### src/rtl/mem_pkg.sv
// Shared definitions for the data-memory store path (and the future load aligner).
package mem_pkg;

    // Store funct3 encodings
    localparam logic [2:0] FUNCT3_SB = 3'b000;
    localparam logic [2:0] FUNCT3_SH = 3'b001;
    localparam logic [2:0] FUNCT3_SW = 3'b010;
    localparam logic [2:0] FUNCT3_SD = 3'b011;

    // Access size; the encoding equals funct3[1:0] so a plain cast decodes it
    typedef enum logic [1:0] {
        SizeByte   = 2'd0,
        SizeHalf   = 2'd1,
        SizeWord   = 2'd2,
        SizeDouble = 2'd3
    } store_size_e;

    // Store unit FSM states
    typedef enum logic [2:0] {
        StIdle  = 3'd0,
        StBeat0 = 3'd1,
        StBeat1 = 3'd2,
        StFault = 3'd3,
        StIll   = 3'd4
    } store_state_e;

    // Number of bytes touched by an access of the given size
    function automatic int unsigned size_bytes(input store_size_e size);
        case (size)
            SizeByte: return 1;
            SizeHalf: return 2;
            SizeWord: return 4;
            default:  return 8;
        endcase
    endfunction

endpackage

### src/rtl/store_lane_fmt.sv
// Byte-lane formatter: places right-aligned data and its byte enables at a byte offset
// inside a double-width window. The low half is the first bus word, the high half the next.
module store_lane_fmt
    import mem_pkg::*;
#(
    parameter int unsigned XLEN = 32,
    localparam int unsigned NB    = XLEN / 8,
    localparam int unsigned OFS_W = $clog2(NB)
) (
    input  logic [OFS_W-1:0]  size_off,
    input  store_size_e       size,
    input  logic [XLEN-1:0]   data,
    output logic [2*XLEN-1:0] wide_data,
    output logic [2*NB-1:0]   wide_be
);

    logic [2*NB-1:0] mask;
    int unsigned     nbytes;

    // Shift zero-extended data and a size-wide enable mask up by the byte offset
    always_comb begin
        nbytes = size_bytes(size);
        mask   = '0;
        for (int unsigned i = 0; i < 2 * NB; i++) begin
            mask[i] = (i < nbytes);
        end
        wide_data = {{XLEN{1'b0}}, data} << {size_off, 3'b000};
        wide_be   = mask << size_off;
    end

endmodule

### src/rtl/mem_store_unit.sv
// Store path controller: accepts one store per handshake, formats it onto byte lanes and
// issues one or two aligned bus beats.
// Build option MISALIGN_SPLIT_EN: when defined, word-crossing stores are split into two
// beats; when undefined, any store not aligned to its size is rejected as misaligned.
module mem_store_unit
    import mem_pkg::*;
#(
    parameter int unsigned XLEN = 32
) (
    input  logic                iCLK,
    input  logic                iRST_n,
    input  logic                iValid,
    output logic                oReady,
    input  logic [2:0]          iFunct3,
    input  logic [XLEN-1:0]     iAddr,
    input  logic [XLEN-1:0]     iData,
    output logic                oBusValid,
    input  logic                iBusReady,
    output logic [XLEN-1:0]     oBusAddr,
    output logic [XLEN-1:0]     oBusWData,
    output logic [XLEN/8-1:0]   oBusByteEnable,
    output logic                oDone,
    output logic                oMisaligned,
    output logic                oIllegal
);

    localparam int unsigned NB    = XLEN / 8;
    localparam int unsigned OFS_W = $clog2(NB);

    store_state_e state_q, state_d;

    logic            bus_valid_q, bus_valid_d;
    logic [XLEN-1:0] bus_addr_q, bus_addr_d;
    logic [XLEN-1:0] bus_wdata_q, bus_wdata_d;
    logic [NB-1:0]   bus_be_q, bus_be_d;
    logic            done_q, done_d;

`ifdef MISALIGN_SPLIT_EN
    // Second-beat payload, captured at acceptance
    logic            cross_q, cross_d;
    logic [XLEN-1:0] hi_wdata_q, hi_wdata_d;
    logic [NB-1:0]   hi_be_q, hi_be_d;
`endif

    // Request decode, straight from the inputs (only consumed while idle)
    logic [OFS_W-1:0]   req_off;
    store_size_e        req_size;
    int unsigned        req_bytes;
    logic               req_illegal;
    logic               req_fault;
    logic [XLEN-1:0]    req_base;
    logic [2*XLEN-1:0]  wide_data;
    logic [2*NB-1:0]    wide_be;

    assign req_off     = iAddr[OFS_W-1:0];
    assign req_size    = store_size_e'(iFunct3[1:0]);
    assign req_bytes   = size_bytes(req_size);
    assign req_illegal = iFunct3[2] || ((iFunct3 == FUNCT3_SD) && (XLEN == 32));
    assign req_base    = {iAddr[XLEN-1:OFS_W], {OFS_W{1'b0}}};

`ifdef MISALIGN_SPLIT_EN
    logic req_cross;
    assign req_cross = (32'(req_off) + req_bytes) > NB;
    assign req_fault = 1'b0;
`else
    // Without splitting, anything not aligned to its own size is refused
    assign req_fault = (req_off & OFS_W'(req_bytes - 1)) != '0;

    // Second-beat halves have no consumer in this build
    logic unused_hi;
    assign unused_hi = ^{wide_data[2*XLEN-1:XLEN], wide_be[2*NB-1:NB]};
`endif

    store_lane_fmt #(
        .XLEN (XLEN)
    ) u_lane_fmt (
        .size_off  (req_off),
        .size      (req_size),
        .data      (iData),
        .wide_data (wide_data),
        .wide_be   (wide_be)
    );

    // Next-state and next bus-register values
    always_comb begin
        state_d     = state_q;
        bus_valid_d = bus_valid_q;
        bus_addr_d  = bus_addr_q;
        bus_wdata_d = bus_wdata_q;
        bus_be_d    = bus_be_q;
        done_d      = 1'b0;
`ifdef MISALIGN_SPLIT_EN
        cross_d     = cross_q;
        hi_wdata_d  = hi_wdata_q;
        hi_be_d     = hi_be_q;
`endif

        unique case (state_q)
            StIdle: begin
                if (iValid) begin
                    if (req_illegal) begin
                        state_d = StIll;
                    end else if (req_fault) begin
                        state_d = StFault;
                    end else begin
                        state_d     = StBeat0;
                        bus_valid_d = 1'b1;
                        bus_addr_d  = req_base;
                        bus_wdata_d = wide_data[XLEN-1:0];
                        bus_be_d    = wide_be[NB-1:0];
`ifdef MISALIGN_SPLIT_EN
                        cross_d     = req_cross;
                        hi_wdata_d  = wide_data[2*XLEN-1:XLEN];
                        hi_be_d     = wide_be[2*NB-1:NB];
`endif
                    end
                end
            end

            StBeat0: begin
                if (iBusReady) begin
`ifdef MISALIGN_SPLIT_EN
                    if (cross_q) begin
                        state_d     = StBeat1;
                        bus_addr_d  = bus_addr_q + XLEN'(NB);
                        bus_wdata_d = hi_wdata_q;
                        bus_be_d    = hi_be_q;
                    end else begin
                        state_d     = StIdle;
                        bus_valid_d = 1'b0;
                        bus_addr_d  = '0;
                        bus_wdata_d = '0;
                        bus_be_d    = '0;
                        done_d      = 1'b1;
                    end
`else
                    state_d     = StIdle;
                    bus_valid_d = 1'b0;
                    bus_addr_d  = '0;
                    bus_wdata_d = '0;
                    bus_be_d    = '0;
                    done_d      = 1'b1;
`endif
                end
            end

`ifdef MISALIGN_SPLIT_EN
            StBeat1: begin
                if (iBusReady) begin
                    state_d     = StIdle;
                    bus_valid_d = 1'b0;
                    bus_addr_d  = '0;
                    bus_wdata_d = '0;
                    bus_be_d    = '0;
                    done_d      = 1'b1;
                end
            end
`endif

            StFault, StIll: begin
                state_d = StIdle;
            end

            default: begin
                state_d     = StIdle;
                bus_valid_d = 1'b0;
                bus_addr_d  = '0;
                bus_wdata_d = '0;
                bus_be_d    = '0;
            end
        endcase
    end

    // State and registered bus outputs; reset aborts any beat in flight
    always_ff @(posedge iCLK or negedge iRST_n) begin
        if (!iRST_n) begin
            state_q     <= StIdle;
            bus_valid_q <= 1'b0;
            bus_addr_q  <= '0;
            bus_wdata_q <= '0;
            bus_be_q    <= '0;
            done_q      <= 1'b0;
`ifdef MISALIGN_SPLIT_EN
            cross_q     <= 1'b0;
            hi_wdata_q  <= '0;
            hi_be_q     <= '0;
`endif
        end else begin
            state_q     <= state_d;
            bus_valid_q <= bus_valid_d;
            bus_addr_q  <= bus_addr_d;
            bus_wdata_q <= bus_wdata_d;
            bus_be_q    <= bus_be_d;
            done_q      <= done_d;
`ifdef MISALIGN_SPLIT_EN
            cross_q     <= cross_d;
            hi_wdata_q  <= hi_wdata_d;
            hi_be_q     <= hi_be_d;
`endif
        end
    end

    assign oReady         = (state_q == StIdle);
    assign oBusValid      = bus_valid_q;
    assign oBusAddr       = bus_addr_q;
    assign oBusWData      = bus_wdata_q;
    assign oBusByteEnable = bus_be_q;
    assign oDone          = done_q;
    assign oMisaligned    = (state_q == StFault);
    assign oIllegal       = (state_q == StIll);

endmodule
### config.mk
export PLATFORM = sky130hd
export DESIGN_NAME = mem_store_unit
export DESIGN_NICKNAME = d
export VERILOG_FILES = /design/src/rtl/mem_pkg.sv /design/src/rtl/store_lane_fmt.sv /design/src/rtl/mem_store_unit.sv
export SDC_FILE = /design/constraint.sdc
export NUM_CORES = 1
export LEC_CHECK = 0
export BUFFER_PORTS_ARGS = -buffer_cell sky130_fd_sc_hd__buf_2
export CELL_PAD_IN_SITES_DETAIL_PLACEMENT = 0
export CELL_PAD_IN_SITES_GLOBAL_PLACEMENT = 1
export CORE_MARGIN = 1.5
export CORE_UTILIZATION = 38
export CTS_CLUSTER_SIZE = 24
export DETAILED_ROUTE_END_ITERATION = 7
export PLACE_DENSITY_LB_ADDON = 0.1
export RECOVER_POWER = 100
export SYNTH_ARGS = -nofsm -noshare
export SYNTH_HDL_FRONTEND = slang
export SYNTH_SLANG_ARGS = --single-unit
### constraint.sdc
create_clock -name iCLK -period 4.8 [get_ports iCLK]
set_input_delay 0.24 -clock iCLK [delete_from_list [all_inputs] [get_ports iCLK]]
set_output_delay 0.24 -clock iCLK [all_outputs]
set_load 0.1 [all_outputs]
==> results_dict.tcl, run 1 <==
set metrics [dict create \
    crit_arrival_ns 3.22 \
    power.density_nw_per_um2 512 \
    first_global_vias 2521 \
    period_needed_ns 2.94 \
    die_h_um 94.3 \
    syn_inst 260 \
    setup_viol 0 \
    antenna_found_initial 0 \
    synth_edf_count 0 \
    min_path_type "in -> async" \
    wl_per_cell_um 16.6 \
    slew_headroom 0.180 \
    p_clk_frac 0.261 \
    crit_cells 8 \
    synthFlopType "dfrtp_1" \
    max_freq_ghz 0.340 \
    cp-endpoint "oBusAddr[5]$_DFFE_PN0P_" \
    drive_above_1_share 0.236 \
    overflow 0 \
    core-area_um2 8130 \
    netlist_top_cells_area "dfrtp_1, a22o_1, mux2i_1, nor2b_1, a32o_1" \
    path_buf_inv 2 \
    r2r-start "state_q[1]$_DFFE_PN0P_" \
    slowest_stage "o22ai_4" \
    initial_core_util 0.390 \
    drt-total-wl_um 8350 \
    worstSetupStartpoint "iFunct3[0]" \
    synth.distinct_cells 35 \
    die_width_um 94.3 \
    finalCritPeriodShare 0.612 \
    final_nets 466 \
    endpoint_kind "register" \
    die-area_um2 8900 \
    ctsHoldBuffers 0 \
    max_cap_viol_count 0 \
    ir_drop_mv 0.227 \
    layout_commonest_cell "clkbuf_1" \
    netSwitchingFraction 0.472 \
    power_frac_seq 0.343 \
    fin_cells 503 \
    p_leak_uw 0.00196 \
    clock_latency_ns 0.36 \
    crit_fanout 39 \
    synth_top_cell_by_area "dfrtp_1" \
    rows 33 \
    path_class "in -> reg" \
    hold_violations 0 \
    cp_top_family "compound AO/OA/AOI/OAI gates" \
    antenna_left 0 \
    drt_iter0_drc 139 \
    first_pass_iters 4 \
    cts_made_buffers 9 \
    ctsHtreeMaxLevel 3 \
    diodes 0 \
    crit_required_ns 5.08 \
    slowest_delay_ns 0.88 \
    ctsResizeCount 0 \
    syn-cell-area_um2 3170 \
    track_usage 0.191 \
    avgViaCountPerCell 5.23 \
    tightest_slew_ns 1.24 \
    avgSynthCellArea_um2 12.2 \
    r2r-end "oBusWData[13]$_DFFE_PN0P_" \
    ys_seq_elements 71 \
    gp_congestion 0.754 \
    startpoint_type "input port" \
    clockBufferDepth 2 \
    post_cts_buffers 0 \
    synth.yosys.seq_area_share 0.560 \
    final.setup.tns_ns 0 \
    path_clk_slew_ns 0.08 \
    dp.cells 487 \
    async_flop_share 1.00 \
    rsz0062_at_grt "no" \
    cts_tree "done" \
    critPathMostFrequentCell "clkbuf_1" \
    finClkSkew_ns 0.0127 \
    layout_common_cells "clkbuf_1, dfrtp_1, buf_2, a22o_1, nand2_1" \
    worstPathCellList "clkbuf_1 -> or2_2 -> ha_1 -> nor2b_1 -> o41ai_1 -> o22ai_4 -> clkbuf_1 -> a22o_1" \
    p_switching_uw 978 \
    area_growth_pct 27.6 \
    vias 2630 \
    rrSetupSlack_ns 2.25 \
    grt_pass1_wl_um 12900 \
    cts-root-buf "clkbuf_8" \
    ios 144 \
    reg2regPathDepth 5 \
    synth_top_area_frac 0.560 \
    grt_max_degree 72 \
    outcome "complete, no violations" \
    cts.sinks 71 \
    hold_slack_ns 0.00856 \
    finalPower_uw 2070 \
    port_buffers 141 \
    synth_warnings 0 \
    intPower_uw 1090 \
    combPwrFrac 0.395 \
    slew_violations 0 \
    hpwl_um 5690 \
    drc_errors 0 \
]
==> registers in the layout, summed over array words and instances, names as in the netlist <==
register,cells
oBusByteEnable,4
oBusAddr,30
oBusWData,32
state_q,3
oDone,1
oBusValid,1
==> worst min-delay path by stage <==
stage          slack, ns                             to  startpoint
3_5_place_dp        0.43  oBusByteEnable[1]$_DFFE_PN0P_      iRST_n
2_1_floorplan      -0.06       oBusAddr[10]$_DFFE_PN0P_      iRST_n
4_1_cts             0.05       oBusAddr[20]$_DFFE_PN0P_      iRST_n
3_3_place_gp        0.43  oBusByteEnable[1]$_DFFE_PN0P_      iRST_n
5_1_grt             0.07  oBusByteEnable[1]$_DFFE_PN0P_      iRST_n
6_report           0.009  oBusByteEnable[1]$_DFFE_PN0P_      iRST_n
==> power by group through the flow <==
stage	registers (µW)	logic, µW	clock network [µW]
floorplan	1230	176	0
global placement	722	845	0
detailed placement	719	850	0
CTS	709	850	559
global route	720	851	590
finish	711	818	541
==> cells by family (layout without fill, tap and decap cells) <==
group                      after synthesis  count (layout)  share of synthesized area
adders and majority gates                3               3                     0.0114
AOI/OAI and AO/OA                       93              93                      0.247
buffers and inverters                   28             165                     0.0450
muxes                                   16              16                     0.0505
other                                    1               2                    0.00118
DFF                                     71              71                      0.560
and+or+nand+nor                         48              48                     0.0841
==> stage by stage <==
stage	area [µm²]	setup slack, ns	utilization
2_1_floorplan	3170	1.17	-
3_3_place_gp	3930	1.89	0.483
3_5_place_dp	3930	1.82	0.483
4_1_cts	4160	2.19	0.511
5_1_grt	4050	1.67	0.497
6_report	4050	1.86	0.497
==> synthesized netlist by cell type, types with 3 or more instances <==
library cell,count
nor2_1,6
o2bb2ai_1,9
mux2i_1,16
nand2b_1,4
a22o_1,46
a211o_1,8
o21ai_0,10
a21oi_1,4
inv_1,4
dfrtp_1,71
nand2_1,17
buf_1,3
buf_2,9
a32o_1,8
buf_4,3
nor2b_1,13
clkbuf_1,6
==> metal layers <==
metal	track usage	share of wire	up-vias
li1	-	-	1240
met1	0.248	0.44	1298
met2	0.302	0.48	82
met3	0.0612	0.064	10
met4	0.0684	0.016	0
met5	0	0	-
==> area by class of cell <==
cell class | instances | area (µm²)
clock buffers | 9 | 124
clock inverters | 7 | 105
fillers | 786 | 4090
inverters | 5 | 18.8
multi-input cells | 162 | 1260
flip-flops and latches | 71 | 1780
well taps | 105 | 131
repair buffers | 144 | 633
No activity file was read; power rests on OpenSTA's default activity.
==> run 2: changes to the inputs <==
--- a/config.mk
+++ b/config.mk
@@ -9,7 +9,7 @@
 export CELL_PAD_IN_SITES_DETAIL_PLACEMENT = 0
 export CELL_PAD_IN_SITES_GLOBAL_PLACEMENT = 1
 export CORE_MARGIN = 1.5
-export CORE_UTILIZATION = 38
+export CORE_UTILIZATION = 32
 export CTS_CLUSTER_SIZE = 24
 export DETAILED_ROUTE_END_ITERATION = 7
 export PLACE_DENSITY_LB_ADDON = 0.1
==> constraint.sdc (replaced) <==
create_clock -name iCLK -period 2.6 [get_ports iCLK]
set_input_delay 0.13 -clock iCLK [delete_from_list [all_inputs] [get_ports iCLK]]
set_output_delay 0.13 -clock iCLK [all_outputs]
set_load 0.1 [all_outputs]
==> results_dict.tcl, run 2 (synthesis gave the netlist of run 1 again) <==
set metrics [dict create \
    hpwl_um 5830 \
    cts_made_buffers 9 \
    p_leak_uw 0.00205 \
    dp.cells 518 \
    cts.sinks 71 \
    clock_latency_ns 0.35 \
    worstHoldEndpoint "oBusAddr[22]$_DFFE_PN0P_" \
    crit_arrival_ns 2.47 \
    cts_tree "done" \
    grt_max_degree 72 \
    area_growth_pct 34.3 \
    tightest_slew_ns 1.78 \
    hold_slack_ns 0.0142 \
    ios 144 \
    vias 2654 \
    worstSetupStartpoint "state_q[0]$_DFFE_PN0P_" \
    drt-total-wl_um 8810 \
    crit_required_ns 2.87 \
    port_buffers 141 \
    finalCritPeriodShare 0.843 \
    gp_congestion 0.758 \
    antenna_found_initial 0 \
    endpoint_kind "register" \
    grt_pass1_wl_um 13400 \
    cts-root-buf "clkbuf_8" \
    layout_common_cells "clkbuf_1, dfrtp_1, buf_2, a22o_1, nand2_1" \
    outcome "complete, but fails checks" \
    fin_util 0.440 \
    period_needed_ns 2.19 \
    rrSetupSlack_ns 0.41 \
    startpoint_type "register" \
    setup_viol 0 \
    r2r-end "oBusAddr[14]$_DFFE_PN0P_" \
    largest_register_ff_count 32 \
    core-area_um2 9680 \
    die_h_um 103 \
    rows 36 \
    r2r-start "state_q[0]$_DFFE_PN0P_" \
    final.setup.tns_ns 0 \
    path_clk_slew_ns 0.09 \
    track_usage 0.167 \
    hold_depth 2 \
    min_path_type "in -> reg" \
    ir_drop_mv 0.325 \
    overflow 0 \
    initial_core_util 0.327 \
    violations "max-capacitance violations, max-slew violations" \
    crit_fanout 26 \
    slew_headroom -0.188 \
    finClkSkew_ns 0.0174 \
    first_pass_iters 5 \
    max_cap_viol_count 1 \
    ctsHtreeMaxLevel 3 \
    avgViaCountPerCell 4.84 \
    max_freq_ghz 0.456 \
    layout_commonest_cell "clkbuf_1" \
    fin_cells 548 \
    hold_start "iAddr[22]" \
    first_global_vias 2523 \
    drt_iter0_drc 76 \
    die-area_um2 10500 \
    antenna_left 0 \
    drc_errors 0 \
    reg2regPathDepth 4 \
    diodes 0 \
    die_width_um 103 \
    final_nets 483 \
    rsz0062_at_grt "no" \
    wl_per_cell_um 16.1 \
    slew_violations 72 \
    drive_above_1_share 0.239 \
    path_class "reg -> reg" \
    power.density_nw_per_um2 907 \
    hold_violations 0 \
    clockBufferDepth 2 \
]
run 2: worst max path at each step:
stage	end	slack, ns	depth (start not counted)
CTS	oBusWData[15]$_DFFE_PN0P_	0.56	4
finish	oBusAddr[14]$_DFFE_PN0P_	0.41	4
global placement	oBusWData[5]$_DFFE_PN0P_	0.47	8
floorplan	oBusWData[0]$_DFFE_PN0P_	0.44	4
global route	oBusAddr[14]$_DFFE_PN0P_	0.27	4
detailed placement	oBusWData[1]$_DFFE_PN0P_	0.45	8
run 2: area by class of cell:
| class | instances | area (µm²) |
|---|---|---|
| flip-flops and latches | 71 | 1780 |
| fillers | 992 | 5430 |
| inverters | 5 | 18.8 |
| clock inverters | 7 | 103 |
| well taps | 133 | 166 |
| repair buffers | 161 | 806 |
| clock buffers | 9 | 124 |
| multi-input cells | 162 | 1260 |
run 2: critical path, cell delays in order (launching register included):
cell and delay, ns:
dfrtp_1 0.45, or4b_1 0.60, nor4_4 0.33, clkbuf_2 0.50
a22o_1 0.24
run 2: repair_timing:
action / 4_1_cts / 5_1_grt
buffers inserted: 0 / 0
hold endpoints to repair: 84 / 0
hold buffers: 14 / 0
resized for setup: 0 / 0
run 2: power by group:
group	internal, µW	switching, µW
Sequential	1230	79.0
Clock	552	454
Combinational	253	1290
run 2: metal layers:
layer,vias up,global-route usage,wire [µm]
li1,1272,-,-
met1,1276,0.243,4380
met2,97,0.242,3780
met3,9,0.0393,527
met4,0,0.0632,120
met5,-,0,0
run 2: per-stage QoR:
| step | worst slack, ns | power [µW] | cell area (µm²) |
|---|---|---|---|
| 3_5_place_dp | 0.453 | 2910 | 4010 |
| 3_3_place_gp | 0.470 | 2910 | 4010 |
| 6_report | 0.407 | 3860 | 4260 |
| 5_1_grt | 0.275 | 4030 | 4260 |
| 2_1_floorplan | 0.441 | 2590 | 3190 |
| 4_1_cts | 0.558 | 3950 | 4380 |
